[src/rtl/fetch_queue.sv]
// fetch_queue: instruction fetch front end. Issues word-aligned fetches under a
// credit limit, queues returned instructions with their addresses, and presents
// the oldest one to decode. Responses to fetches that were already in flight
// when a redirect arrived are dropped by counting them down.
//
// Optional feature: define FETCH_DELAY_SLOT_EN to keep one delay-slot
// instruction (the next sequential one) across every redirect.
module fetch_queue #(
    parameter int unsigned DEPTH    = 4,
    parameter logic [31:0] RESET_PC = 32'h0000_0000
) (
    input  logic        clock,
    input  logic        reset,
    output logic        imem_req,
    output logic [31:0] imem_addr,
    input  logic        imem_gnt,
    input  logic        imem_rvalid,
    input  logic [31:0] imem_rdata,
    output logic        dec_valid,
    output logic [31:0] dec_instr,
    output logic [31:0] dec_pc,
    input  logic        dec_ready,
    input  logic        redirect,
    input  logic [31:0] redirect_pc
);

    localparam int unsigned PW = $clog2(DEPTH);
    localparam int unsigned CW = $clog2(DEPTH) + 1;

    typedef logic [PW-1:0] ptr_t;
    typedef logic [CW-1:0] cnt_t;

    typedef struct packed {
        logic [31:0] pc;
        logic [31:0] instr;
    } entry_t;

    localparam ptr_t          PTR_ONE = ptr_t'(1);
    localparam cnt_t          CNT_ONE = cnt_t'(1);
    localparam logic [CW:0]   DEPTH_C = (CW + 1)'(DEPTH);

    entry_t      mem [DEPTH];
    ptr_t        rd_ptr, rd_ptr_n;
    ptr_t        wr_ptr, wr_ptr_n;
    cnt_t        count, count_n;
    cnt_t        outstanding, outstanding_n;
    cnt_t        discard, discard_n;
    logic [31:0] fetch_pc, fetch_pc_n;
    logic [31:0] resp_pc, resp_pc_n;
    logic        pop, resp, issue, push;
    entry_t      push_entry;
    logic [CW:0] credit_used;

`ifdef FETCH_DELAY_SLOT_EN
    // keep_flag: the next live response is the delay slot and is pushed at keep_pc.
    // tail: number of pre-redirect fetches behind the delay slot, dropped after it.
    // slot_fetch: no delay-slot fetch is in flight yet, so issue one at keep_pc.
    logic        keep_flag, keep_flag_n;
    logic [31:0] keep_pc, keep_pc_n;
    cnt_t        tail, tail_n;
    logic        slot_fetch, slot_fetch_n;
    cnt_t        live;
`endif

    // Every fetch in flight already owns a queue slot, so the queue can never overflow.
    assign credit_used = {1'b0, count} + {1'b0, outstanding};
    assign imem_req    = reset & ~redirect & (credit_used < DEPTH_C);

`ifdef FETCH_DELAY_SLOT_EN
    assign imem_addr = slot_fetch ? keep_pc : fetch_pc;
`else
    assign imem_addr = fetch_pc;
`endif

    assign dec_instr = mem[rd_ptr].instr;
    assign dec_pc    = mem[rd_ptr].pc;

    // Next-state: pop first, then the response, then the issue, and a redirect overrides last.
    always_comb begin
        // NOTE: every variable gets a default before any branch, so no latch can be inferred.
        pop           = dec_valid & dec_ready;
        resp          = imem_rvalid & (outstanding != '0);
        issue         = imem_req & imem_gnt;
        rd_ptr_n      = rd_ptr;
        wr_ptr_n      = wr_ptr;
        count_n       = count;
        outstanding_n = outstanding;
        discard_n     = discard;
        fetch_pc_n    = fetch_pc;
        resp_pc_n     = resp_pc;
        push          = 1'b0;
        push_entry    = '{pc: resp_pc, instr: imem_rdata};
`ifdef FETCH_DELAY_SLOT_EN
        keep_flag_n   = keep_flag;
        keep_pc_n     = keep_pc;
        tail_n        = tail;
        slot_fetch_n  = slot_fetch;
        live          = '0;
`endif

        // NOTE: blocking assignments here let each step build on the previous one's result.
        if (pop) begin
            rd_ptr_n = rd_ptr + PTR_ONE;
            count_n  = count_n - CNT_ONE;
        end

        if (resp) begin
            outstanding_n = outstanding_n - CNT_ONE;
            if (discard != '0) begin
                discard_n = discard - CNT_ONE;
            end
`ifdef FETCH_DELAY_SLOT_EN
            else if (keep_flag) begin
                push          = 1'b1;
                push_entry.pc = keep_pc;
                keep_flag_n   = 1'b0;
                discard_n     = tail;
            end
`endif
            else begin
                push      = 1'b1;
                resp_pc_n = resp_pc + 32'd4;
            end
        end

        if (push) begin
            wr_ptr_n = wr_ptr + PTR_ONE;
            count_n  = count_n + CNT_ONE;
        end

        if (issue) begin
            outstanding_n = outstanding_n + CNT_ONE;
`ifdef FETCH_DELAY_SLOT_EN
            if (slot_fetch) begin
                slot_fetch_n = 1'b0;
            end else begin
                fetch_pc_n = fetch_pc + 32'd4;
            end
`else
            fetch_pc_n = fetch_pc + 32'd4;
`endif
        end

        if (redirect) begin
`ifdef FETCH_DELAY_SLOT_EN
            if (count_n != '0) begin
                // Keep only the head entry as the delay slot; everything in flight is stale.
                wr_ptr_n     = rd_ptr_n + PTR_ONE;
                count_n      = CNT_ONE;
                discard_n    = outstanding_n;
                keep_flag_n  = 1'b0;
                slot_fetch_n = 1'b0;
                tail_n       = '0;
            end else begin
                // Queue empty: the oldest live fetch (or a new one) becomes the delay slot.
                live        = outstanding_n - discard_n;
                keep_flag_n = 1'b1;
                keep_pc_n   = keep_flag ? keep_pc : resp_pc_n;
                if (live == '0) begin
                    slot_fetch_n = 1'b1;
                    tail_n       = '0;
                end else begin
                    tail_n = live - CNT_ONE;
                end
            end
`else
            wr_ptr_n  = rd_ptr_n;
            count_n   = '0;
            discard_n = outstanding_n;
`endif
            fetch_pc_n = redirect_pc;
            resp_pc_n  = redirect_pc;
        end
    end

    // Control state register; dec_valid is registered from the next queue occupancy.
    always_ff @(posedge clock or negedge reset) begin
        if (!reset) begin
            rd_ptr      <= '0;
            wr_ptr      <= '0;
            count       <= '0;
            outstanding <= '0;
            discard     <= '0;
            fetch_pc    <= RESET_PC;
            resp_pc     <= RESET_PC;
            dec_valid   <= 1'b0;
        end else begin
            // NOTE: non-blocking assignments so all registers update together on the edge.
            rd_ptr      <= rd_ptr_n;
            wr_ptr      <= wr_ptr_n;
            count       <= count_n;
            outstanding <= outstanding_n;
            discard     <= discard_n;
            fetch_pc    <= fetch_pc_n;
            resp_pc     <= resp_pc_n;
            dec_valid   <= (count_n != '0);
        end
    end

`ifdef FETCH_DELAY_SLOT_EN
    // Delay-slot bookkeeping registers.
    always_ff @(posedge clock or negedge reset) begin
        if (!reset) begin
            keep_flag  <= 1'b0;
            keep_pc    <= '0;
            tail       <= '0;
            slot_fetch <= 1'b0;
        end else begin
            keep_flag  <= keep_flag_n;
            keep_pc    <= keep_pc_n;
            tail       <= tail_n;
            slot_fetch <= slot_fetch_n;
        end
    end
`endif

    // Queue storage write port.
    always_ff @(posedge clock) begin
        // NOTE: storage is not reset; the pointers and count alone decide what is valid.
        if (push) begin
            mem[wr_ptr] <= push_entry;
        end
    end

endmodule

[config.mk]
export PLATFORM = sky130hd
export DESIGN_NAME = fetch_queue
export DESIGN_NICKNAME = d
export VERILOG_FILES = /design/src/rtl/fetch_queue.sv
export SDC_FILE = /design/constraint.sdc
export NUM_CORES = 1
export LEC_CHECK = 0
export CELL_PAD_IN_SITES_DETAIL_PLACEMENT = 1
export CELL_PAD_IN_SITES_GLOBAL_PLACEMENT = 2
export CORE_UTILIZATION = 44
export DETAILED_ROUTE_END_ITERATION = 10
export PLACE_DENSITY_LB_ADDON = 0.1
export SYNTH_ARGS = -nofsm -noshare
export SYNTH_HDL_FRONTEND = slang
export SYNTH_SLANG_ARGS = --single-unit
[constraint.sdc]
create_clock -name clock -period 5.5 [get_ports clock]
set_input_delay 1.65 -clock clock [delete_from_list [all_inputs] [get_ports clock]]
set_output_delay 1.65 -clock clock [all_outputs]
set_load 0.1 [all_outputs]
==> results.md <==
* Clock root cell: clkbuf_16
* Clock Skew at 0.0152 ns
* Die span in y at 178 µm
* Sequential share of the synthesized area at 70.5%
* Cell depth of the worst flop-to-flop path at 6
* Yosys warning total at 0
* All-Layer GR Usage at 19.8%
* Worst Path Required at 3.85 ns
* Combinational power share at 42.9%
* Area of the core at 30600 µm²
* Final net count at 1081
* Largest net degree at the start of global routing at 71
* RSZ-0062 raised after global routing: false
* Final Critical Period at 4.82 ns
* I/O pin count at 168
* Routed len/inst at 21.5 µm
* Number of flops mapped to enable cells by yosys at 256
* Hold path depth at 2
* Worst-Skew Late Latency at 0.52 ns
* Rows at 64
* CTS resizes at 0
* Post-synthesis async set-or-reset flop share at 23.4%
* Final wirelength at 30500 µm
* Status: finished, final reports clean
* Critical Path End Type: output port
* Share of cells above drive strength 1 at 13.9%
* Leak Pwr at 5.77 nW
* Antenna Cells at 0
* Rel. slew slack at 27.7%
* Routability cong. at 0.741
* Clock transition at path regs at 0.06 ns
* Detail Route Antenna Nets at 0
* Hold Path Class: reg -> reg
* Drt first pass iters at 4
* Power Internal at 5.44 mW
* DR vias/cell at 5.44
* Synth Cell Area at 13700 µm²
* P_sw at 4.18 mW
* Sink Count at 334
* VDD IR max at 300 µV
* Port bufs at 167
* Setup TNS at 0 ns
* CTS tree: done
* Initial DRC Count at 406
* Prevailing post-synth register cell: edfxtp_1
* Fin. Hold Viols at 0
* Die width at 178 µm
* Post-Synthesis Net Count at 901
* Worst slew pin tran at 1.08 ns
* HPWL after DPL at 19400 µm
* Total of max-cap violations at 0
* Initial antenna violation count at 0
* Vias at 7722
* First-pass GRT wire length at 47300 µm
* FF+latch count, synth at 334
* Sw Ratio at 43.4%
* Hold Buf Count CTS at 0
* Die area at 31800 µm²
* Clock power frac at 23.2%
* Synth cell types at 49
* Total power at 9.62 mW
* Starting density of the core at 44.7%
* Pwr/cell area at 569 nW/µm²
* Worst-path fanout max at 32
* Fmax at 208 MHz
* Final setup violation count at 0
* Critical path type: reg -> out
* Mapped Cells at 816
* Grt ovf at 0
* Post-CTS setup buffers at 0
* Startpoint Class: register
* Avg Cell Area, Syn at 16.7 µm²
* Number of global-route vias before repair at 8197
* Remaining DRCs at 0
* Area Overhead vs Synth at 23.7%
* CP arrival at 3.17 ns
* CTS Buf Count at 36
* Crit share post-route at 87.6%
* Flop pwr share at 33.8%
* Htree depth at 2
* Pins over their slew limit at 0
* Maximum clock insertion buffer count at 3
## logic make-up after synthesis
kind of cell | count (synthesis) | synth area share, %
AND/OR/NAND/NOR | 197 | 7.85
XOR/XNOR | 46 | 2.95
buffers and inverters | 57 | 1.68
adder cells (fa/ha/maj) | 15 | 1.37
flip-flops | 334 | 70.5
AO/OA/AOI/OAI | 95 | 4.41
multiplexers | 72 | 11.2
## metrics by stage
step	hold slack [ns]	instances	worst slack, ns	util, %	cell area, µm²
2_1_floorplan	0.476	816	0.924	-	13700
3_3_place_gp	0.511	1354	1.16	51.7	15800
3_5_place_dp	0.523	1354	1.13	51.7	15800
4_1_cts	0.534	1419	0.589	55.2	16900
5_1_grt	0.583	1419	0.516	55.2	16900
6_report	0.527	1419	0.683	55.2	16900
## per-layer routing
layer | share of wire, % | routed length [µm] | GRT usage (%) | vias up
met5 | 0 | 0 | 0 | -
met1 | 47 | 14300 | 28.1 | 3916
li1 | - | - | - | 3563
met2 | 47 | 14500 | 32.2 | 203
met3 | 4.3 | 1310 | 3.09 | 40
met4 | 1.6 | 477 | 4.70 | 0
## cell usage in the layout (no fill, tap or decap), drive strengths merged, types with 9 or more instances in the layout
cell,Yosys,routed
edfxtp,256,256
clkdlybuf4s50,0,164
dfrtp,78,78
mux4,64,64
nand2,57,57
clkbuf,23,45
o21ai,42,42
nand3,31,31
inv,22,25
xnor2,24,24
nand4,24,24
nor2,22,22
xor2,22,22
clkinv,0,16
ha,15,15
buf,12,13
and3,12,12
o211ai,10,10
and2,10,10
a21boi,9,9
## worst paths after layout
kind | slack, ns | end | start
setup reg to reg | 2.70 | imem_addr[23]$_DFFE_PN0P_ | count[2]$_DFF_PN0_
hold reg to reg | 0.53 | imem_addr[1]$_DFFE_PN0P_ | imem_addr[1]$_DFFE_PN0P_
setup / recovery | 0.68 | dec_pc[9] | rd_ptr[0]$_DFF_PN0_
min in group asynchronous | 1.21 | imem_addr[30]$_DFFE_PN0P_ | reset
max in group asynchronous | 3.22 | resp_pc[15]$_DFFE_PN0P_ | reset
hold / removal | 0.53 | imem_addr[1]$_DFFE_PN0P_ | imem_addr[1]$_DFFE_PN0P_
## power by group through the flow
stage | combinational [mW] | clock (mW) | sequential [mW]
5_1_grt | 4.31 | 2.38 | 3.30
3_3_place_gp | 4.14 | 0 | 3.30
4_1_cts | 4.18 | 2.29 | 3.26
2_1_floorplan | 3.14 | 0 | 3.41
6_report | 4.13 | 2.23 | 3.25
3_5_place_dp | 4.17 | 0 | 3.31
## cell usage after synthesis (2+ instances only)
cell type / instances / area share [%]
mux4_2: 64 / 11
a21o_1: 2 / 0.11
xor2_1: 22 / 1.4
ha_1: 15 / 1.4
nor2_1: 22 / 0.60
o211ai_1: 10 / 0.55
mux2_2: 5 / 0.41
o21bai_1: 2 / 0.11
nand2_1: 57 / 1.6
and2_1: 10 / 0.46
dfrtp_1: 78 / 14
and4_1: 7 / 0.45
nor4_1: 7 / 0.32
o31a_1: 2 / 0.13
a21boi_0: 9 / 0.49
o21ai_0: 42 / 1.5
a31oi_1: 4 / 0.18
nand3_1: 31 / 1.1
nor3_1: 7 / 0.26
or3_1: 2 / 0.092
nand4_1: 23 / 1.1
o21a_1: 3 / 0.16
o311ai_0: 8 / 0.51
inv_1: 22 / 0.60
buf_1: 4 / 0.11
xnor2_1: 24 / 1.5
nand4b_1: 3 / 0.19
edfxtp_1: 256 / 56
and3_1: 12 / 0.55
nand2b_1: 7 / 0.32
clkbuf_1: 23 / 0.63
mux2i_1: 3 / 0.22
a21oi_1: 8 / 0.29
buf_2: 7 / 0.26
## worst max-delay path: stages (launching register included)
cell and delay [ns]:
dfrtp_4 0.73, buf_12 0.33, mux4_2 0.54, clkdlybuf4s50_1 1.02
## area by class of cell
class                           count  area (µm²)
Timing Repair Buffer              177        1770
Fill cell                        2865       13700
Sequential cell                   334        9640
Clock buffer                       45         945
Inverter                           22        82.6
Tap cell                          396         495
Multi-Input combinational cell    425        3810
Clock inverter                     20         146
## flip-flops by register name (all words and copies together), names as in the netlist
| name | count |
|---|---|
| mem | 256 |
| imem_addr | 32 |
| resp_pc | 32 |
| count | 3 |
| discard | 3 |
| outstanding | 3 |
| rd_ptr | 2 |
| wr_ptr | 2 |
| dec_valid | 1 |
Power figures use the tool's default switching activity.
==> edit: new RTL, config.mk and constraints unchanged <==
The option `FETCH_DELAY_SLOT_EN` is turned on by a define.
--- a/src/rtl/fetch_queue.sv
+++ b/src/rtl/fetch_queue.sv
@@ -5,6 +5,8 @@
 //
 // Optional feature: define FETCH_DELAY_SLOT_EN to keep one delay-slot
 // instruction (the next sequential one) across every redirect.
+`define FETCH_DELAY_SLOT_EN
+
 module fetch_queue #(
     parameter int unsigned DEPTH    = 4,
     parameter logic [31:0] RESET_PC = 32'h0000_0000
Check against the original RTL: not equivalent (a bounded check fails within 4 cycles, from zero or initial values and one cycle with reset low).
==> edit against the original RTL <==
  * The run now ends with design-rule violations left
  * Critical endpoint is now dec_instr[12]
  * First-iteration DRC count is 12% higher
  * Power is 17% higher
  * Combinational power is 20% higher
  * Largest power group unchanged
  * Wire length is 26% higher
  * Count of clock-buffer cells in the layout is 14 higher
  * Sequential cell count is 37 higher
  * Setup slack worse by 0.064 ns
  * Area after synthesis is 17% higher
  * Cell area is 16% higher
  * Synthesized cell count is 22% higher
  * Global-route usage is 1.7 points higher
==> edit: results (changes against the original RTL) <==
Start point of the worst hold path: fetch_pc[1]$_DFFE_PN0P_. Wire length of the first global-routing pass: 59100 um (+25%). The number of antenna violations at the first check in global routing is 1 (+1), and the wire length reported by the detailed router is 38600 um (+26%).

The final reports fail on design-rule violations. The path depth of the worst reg2reg path is 9 (+3), and the peak fanout along the critical path is 34 (+6.3%). The tools report the worst-case hold slack as 0.516 ns (-0.0104 ns). The fraction of synthesis flops using an asynchronous set or reset pin is 31.0% (+7.6 points). The number of buffers created by CTS came out at 41 (+14%). The flow ran to the end, but the final reports show violations. The run gives 26 (+26) as the DRC violation count after routing. For the via count of the first global-routing pass, the log shows 9779 (+19%). The DRC violation total after the first TritonRoute iteration came out at 455 (+12%). The largest net degree at the start of global routing is 51 (-28%), and the post-placement cell count is 1604 (+18%).

The tools report the count of nets after finishing as 1273 (+18%). The clock latency reported for the late side of the worst-skew pair was 0.55 ns (+0.03 ns); the highest ir drop seen on vdd was 286 uV (-4.4%). The logs give 65.9% (-4.6 points) for the sequential element share of the synthesized area and 0.815 ns (-0.314 ns) for the placement-stage worst setup slack. The capture point of the worst reg-to-reg path was slot_fetch$_DFF_PN0_.

The standby leakage power was 6.93 nW (+20%); the proportion of layout cells with a drive suffix above 1 was 22.7% (+8.8 points). Detailed-routing iteration count for the pre-antenna-repair pass: 7 (+3).
edit: changes by cell type after synthesis, sizes merged, moves of 7 or more:
cell,delta
clkbuf,+7
dfrtp,+37
mux2,+115
nand4,-8
nor2,+10
nor3,+7
o21ai,-9
xnor2,+10
edit: how the worst max path moves through the flow:
stage          slack (ns)                       to                 from  cells after the start
6_report             0.62            dec_instr[12]  rd_ptr[1]$_DFF_PN0_                      3
3_3_place_gp         0.88  keep_pc[16]$_DFFE_PN0P_            dec_ready                     10
3_5_place_dp         0.81  keep_pc[15]$_DFFE_PN0P_            dec_ready                     10
2_1_floorplan        0.50                 imem_req                reset                      2
5_1_grt              0.52             dec_instr[6]  rd_ptr[1]$_DFF_PN0_                      3
4_1_cts              0.56            dec_instr[12]  rd_ptr[1]$_DFF_PN0_                      3
edit: per-stage QoR:
step / utilization (%) / instance area, um^2 / total power (W)
floorplan: - / 16000 / 0.00754
global placement: 51.5 / 18400 / 0.00876
detailed placement: 51.5 / 18400 / 0.00881
CTS: 54.9 / 19600 / 0.0114
global route: 54.9 / 19600 / 0.0117
finish: 54.9 / 19600 / 0.0113
edit: cell families (layout without fill, tap and decap cells):
| family | Yosys count | in the layout | share of synthesized area, % |
|---|---|---|---|
| mux | 187 | 187 | 17.6 |
| flops | 371 | 371 | 65.9 |
| compound gates | 84 | 84 | 3.35 |
| buf+inv | 73 | 294 | 1.75 |
| simple gates | 203 | 203 | 6.73 |
| fa+ha+maj | 17 | 17 | 1.37 |
| xor+xnor | 58 | 58 | 3.26 |
edit: area by class of cell:
cell class | count | area [um^2] | area share, %
well taps | 461 | 577 | 2.94
clock buffers | 59 | 1120 | 5.73
clock inverters | 12 | 113 | 0.574
repair buffers | 195 | 1940 | 9.87
multi-input cells | 549 | 5200 | 26.5
flip-flops and latches | 371 | 10600 | 53.9
inverters | 28 | 105 | 0.535
edit: power by group:
part           internal [W]  switching [W]  total, W  leakage, nW
Combinational       0.00151        0.00344   0.00495         2.66
Clock               0.00147        0.00108   0.00255        0.597
Sequential          0.00337       0.000396   0.00376         3.67
Total               0.00635        0.00491    0.0113         6.93
edit: critical path: cells and delay by family (launching register included):
family	cells	cell delay (ns)
buffers and inverters	2	1.47
flip-flops	1	0.96
multiplexers	1	0.22
edit: layer usage:
layer	up-vias	share of wire, %	track usage [%]
met5	-	0	0
met4	0	1.5	4.85
met3	44	4.2	2.66
met2	182	48	34.7
met1	4714	46	31.1
li1	4203	-	-
